==> config.mk <==
export PLATFORM = sky130hd
export DESIGN_NAME = lane_mode_controller
export DESIGN_NICKNAME = d
export VERILOG_FILES = /design/src/rtl/lane_mode_controller.sv
export SDC_FILE = /design/constraint.sdc
export NUM_CORES = 1
export LEC_CHECK = 0
export CORE_MARGIN = 4
export CORE_UTILIZATION = 55
export CTS_CLUSTER_DIAMETER = 60
export DETAILED_ROUTE_END_ITERATION = 10
export MAX_ROUTING_LAYER = met4
export PLACE_DENSITY = 0.77
export SYNTH_ARGS = -nofsm -noshare
export SYNTH_HDL_FRONTEND = slang
export SYNTH_SLANG_ARGS = --single-unit
==> constraint.sdc <==
create_clock -name clk_in -period 2 [get_ports clk_in]
set_clock_uncertainty 0.15 [all_clocks]
set_input_delay 0.4 -clock clk_in [delete_from_list [all_inputs] [get_ports clk_in]]
set_output_delay 0.4 -clock clk_in [all_outputs]
set_load 0.02 [all_outputs]
==> src/rtl/lane_mode_controller.sv <==
// Lane clock ratio sequencer: drains the TX path, flips the divider select, then
// holds the datapath until the divided clock has settled.
//
//   state  | meaning
//   IDLE   | waiting for a request; only state that accepts one
//   DRAIN  | hold asserted, waiting for tx_busy to clear (bounded)
//   SWITCH | one cycle; single_lane takes the new target
//   SETTLE | hold kept high while the divided clock settles
module lane_mode_controller #(
  parameter int INIT_SINGLE_LANE = 1,
  parameter int DRAIN_TIMEOUT    = 255,
  parameter int SETTLE_CYCLES    = 16
) (
  input  logic clk_in,
  input  logic rst_n,
  input  logic req_valid,
  input  logic req_single_lane,
  output logic req_ready,
  input  logic tx_busy,
  output logic single_lane,
  output logic hold,
  output logic switch_done,
  output logic timeout_err
);

  typedef enum logic [1:0] {
    ST_IDLE   = 2'd0,
    ST_DRAIN  = 2'd1,
    ST_SWITCH = 2'd2,
    ST_SETTLE = 2'd3
  } state_t;

  localparam int DW = $clog2(DRAIN_TIMEOUT + 1);
  localparam int SW = $clog2(SETTLE_CYCLES + 1);
  localparam logic [DW-1:0] DRAIN_LAST  = DW'(DRAIN_TIMEOUT - 1);
  localparam logic [SW-1:0] SETTLE_LAST = SW'(SETTLE_CYCLES - 1);

  state_t        state;
  logic [DW-1:0] drain_cnt;
  logic [SW-1:0] settle_cnt;
  logic          target;
  logic          same_pend;

  assign req_ready = (state == ST_IDLE);

  always_ff @(posedge clk_in) begin
    if (!rst_n) begin
      state       <= ST_IDLE;
      single_lane <= 1'(INIT_SINGLE_LANE);
      hold        <= 1'b0;
      switch_done <= 1'b0;
      timeout_err <= 1'b0;
      drain_cnt   <= '0;
      settle_cnt  <= '0;
      target      <= 1'(INIT_SINGLE_LANE);
      same_pend   <= 1'b0;
    end else begin
      // A same-mode request completes one cycle after acceptance.
      switch_done <= same_pend;
      timeout_err <= 1'b0;
      same_pend   <= 1'b0;
      case (state)
        ST_IDLE: begin
          if (req_valid) begin
            if (req_single_lane == single_lane) begin
              same_pend <= 1'b1;
            end else begin
              target    <= req_single_lane;
              hold      <= 1'b1;
              drain_cnt <= '0;
              state     <= ST_DRAIN;
            end
          end
        end
        ST_DRAIN: begin
          if (!tx_busy) begin
            state <= ST_SWITCH;
          end else if (drain_cnt == DRAIN_LAST) begin
            state       <= ST_IDLE;
            hold        <= 1'b0;
            timeout_err <= 1'b1;
          end else begin
            drain_cnt <= drain_cnt + 1'b1;
          end
        end
        ST_SWITCH: begin
          single_lane <= target;
          settle_cnt  <= '0;
          state       <= ST_SETTLE;
        end
        ST_SETTLE: begin
          if (settle_cnt == SETTLE_LAST) begin
            state       <= ST_IDLE;
            hold        <= 1'b0;
            switch_done <= 1'b1;
          end else begin
            settle_cnt <= settle_cnt + 1'b1;
          end
        end
        default: state <= ST_IDLE;
      endcase
    end
  end

endmodule

==> impl_metrics.py <==
metrics = {
    "global_route": {
        "grt_pass1_vias": 972,
        "grt_max_degree": 16,
        "grt_use_total_pct": 21.8,
        "grt_pass1_wl_um": 4420,
        "antenna_found_initial": 0,
        "grt_overflow_total": 0,
    },
    "timing": {
        "rsz0062_at_grt": "false",
        "fin_hold_ws_ns": 0.291,
        "fin_crit_sh_pct": 91.7,
        "slew_headroom_pct": 78.5,
        "tns_ns": 0,
        "tightest_slew_ns": 0.322,
        "timing.fmax_mhz": 545,
        "fin_ws_ns": 0.165,
        "hold_viol": 0,
        "period_needed_ns": 1.83,
        "drv_slew": 0,
        "setup_viol": 0,
    },
    "routing": {
        "routed-wl-met2_um": 1120,
        "drc": 0,
        "drt_first_pass_iters": 4,
        "drt_wl_total_um": 2490,
        "route.met3.wl_um": 121,
        "routedWlPerCell_um": 14.1,
        "first_iter_violations": 45,
        "topRoutingLayerUsed": "met4",
        "wl_met1_um": 1230,
        "drt.antenna.violating_nets": 0,
        "vias": 1051,
        "viasPerCell": 5.97,
    },
    "floorplan": {
        "start_util_pct": 57.3,
        "io_pins": 10,
        "core_um2": 1940,
        "rows": 16,
        "dieWidth_um": 53.0,
        "die_y_um": 53.0,
        "die_area_um2": 2810,
    },
    "pwr": {
        "leakage_nw": 0.499,
        "powerDensity_nw_per_um2": 632,
        "p_total_uw": 826,
        "max-vdd-ir-drop_mv": 0.594,
        "pwr-share-comb_pct": 21.1,
        "switching_share_pct": 29.3,
        "power_switching_uw": 242,
        "clkPwrFrac_pct": 25.0,
        "internal_power_uw": 584,
        "p_seq_share_pct": 53.9,
    },
    "critical_path": {
        "crit_path_start_kind": "register",
        "path_class": "register to primary output",
        "required_ns": 1.45,
        "endpoint_kind": "primary output",
        "cp_slowest_stage_delay_ns": 0.62,
        "crit_arrival_ns": 1.28,
        "cp_top_family": "buffers and inverters",
        "crit_fanout": 3,
        "critical_path.cell_chain": "clkdlybuf4s50_1",
        "crit_buf_inv": 1,
        "slowest_stage": "clkdlybuf4s50_1",
    },
    "worst_hold_path": {
        "min_path_type": "register to register",
    },
    "finish": {
        "antenna_cells": 0,
        "final_cell_mix": "21 x dfxtp_1, 14 x nand2_1, 11 x nor2_1",
        "layout_commonest_cell": "dfxtp_1",
        "drive_gt1_share_pct": 13.4,
        "area_delta_synth_final_pct": 17.4,
        "postLayoutCoreUtil_pct": 67.3,
        "nets": 159,
    },
    "synthesis": {
        "synth_fp_nets": 143,
        "ys_ff_latch": 21,
        "synth_cell_type_count": 44,
        "ys_seq_area_share_pct": 37.8,
        "syn_area_um2": 1110,
        "syn_inst": 134,
        "syn_area_per_cell_um2": 8.31,
        "ys_warn_count": 0,
    },
    "place": {
        "finalWeightedCongestion": 0.944,
        "dp.final_hpwl_um": 1840,
        "port_buffers": 9,
        "pre_cts_ws_ns": 0.0580,
    },
    "clocking": {
        "clock_latency_ns": 0.30,
        "cts_root_buf": "clkbuf_4",
        "cts_tree": "done",
        "cts.sink_count": 21,
        "cts_max_path_buffers": 2,
        "numCtsBuffers": 3,
        "hold_buffers": 0,
        "htree_levels": 1,
        "cts_setup_buffers": 0,
        "clk_pin_slew_worst_paths_ns": 0.12,
    },
    "job": {
        "drv_cap": 0,
    },
    "outcome": {
        "status": "completed",
    },
}
-- logic make-up (layout without fill, tap and decap cells) --
group	after synthesis	in the layout	share of synthesized area (%)
AOI/OAI and AO/OA	34	34	21.0
xor gates and xnor gates	1	1	0.787
adders and majority gates	4	4	4.49
buffers and inverters	12	27	4.27
DFF	21	21	37.8
muxes	1	1	0.899
and+or+nand+nor	61	61	30.8
-- Yosys cell counts, drive strengths merged --
cell type	instances	area share, %
dfxtp	21	38
nand2	16	6.3
nor2	11	3.7
nand3	10	4.9
a21oi	8	3.6
o21ai	8	4.6
nand4	6	4.7
inv	5	1.7
clkbuf	4	1.3
ha	4	4.5
nor2b	4	2.2
a311oi	3	2.4
a31oi	3	1.7
buf	3	1.2
a211oi	2	1.3
and3	2	1.2
nand2b	2	1.1
nand3b	2	1.3
nand4b	2	1.6
nor4	2	1.1
a21o	1	0.67
a22o	1	0.79
a22oi	1	0.67
a2bb2oi	1	0.79
a41o	1	0.90
and3b	1	0.79
mux2i	1	0.90
nor3	1	0.45
nor3b	1	0.67
o211ai	1	0.67
o21a	1	0.79
o221ai	1	0.79
o22ai	1	0.56
o32ai	1	0.79
or3	1	0.56
xor2	1	0.79
-- stage by stage --
step                area [um2]  instances
floorplan                 1110        134
global placement          1280        172
detailed placement        1280        172
CTS                       1300        176
global route              1310        176
finish                    1310        176
-- state kept, by name, indices dropped and copies added (netlist names), named ones only --
signal / flops
drain_cnt: 8
hold: 1
same_pend: 1
settle_cnt: 5
single_lane: 1
state: 1
switch_done: 1
target: 1
timeout_err: 1
-- power by group through the flow --
| stage | Sequential [mW] | Combinational, mW | Clock, mW |
|---|---|---|---|
| 2_1_floorplan | 0.459 | 0.0974 | 0 |
| 3_3_place_gp | 0.454 | 0.169 | 0 |
| 3_5_place_dp | 0.455 | 0.173 | 0 |
| 4_1_cts | 0.445 | 0.174 | 0.212 |
| 5_1_grt | 0.448 | 0.191 | 0.230 |
| 6_report | 0.446 | 0.174 | 0.207 |
-- final timing paths --
kind	from	to	slack, ns	depth (start not counted)
worst max register to register	settle_cnt[0]	settle_cnt[0]	0.19	7
worst min-delay path	same_pend	switch_done	0.29	2
worst max-delay path	single_lane	single_lane	0.17	1
worst min register to register	same_pend	switch_done	0.29	2
-- what timing repair did --
item / in CTS / in global routing
resized for setup: 0 / 2
endpoints found under the hold margin: 0 / 0
setup endpoints to repair: 0 / 5
-- cell type report --
cell class	count	area (um2)
Multi-Input combinational cell	101	648
Tap cell	27	33.8
Inverter	5	18.8
Fill cell	173	634
Sequential cell	21	420
Clock buffer	4	26.3
Timing Repair Buffer	18	160
-- metal layers --
layer  global-route usage [%]  vias up
met5                        -        -
met4                     3.83        0
met3                     5.92        2
met2                     33.7       22
met1                     28.8      502
li1                         -      525
Power figures use the tool's default switching activity.
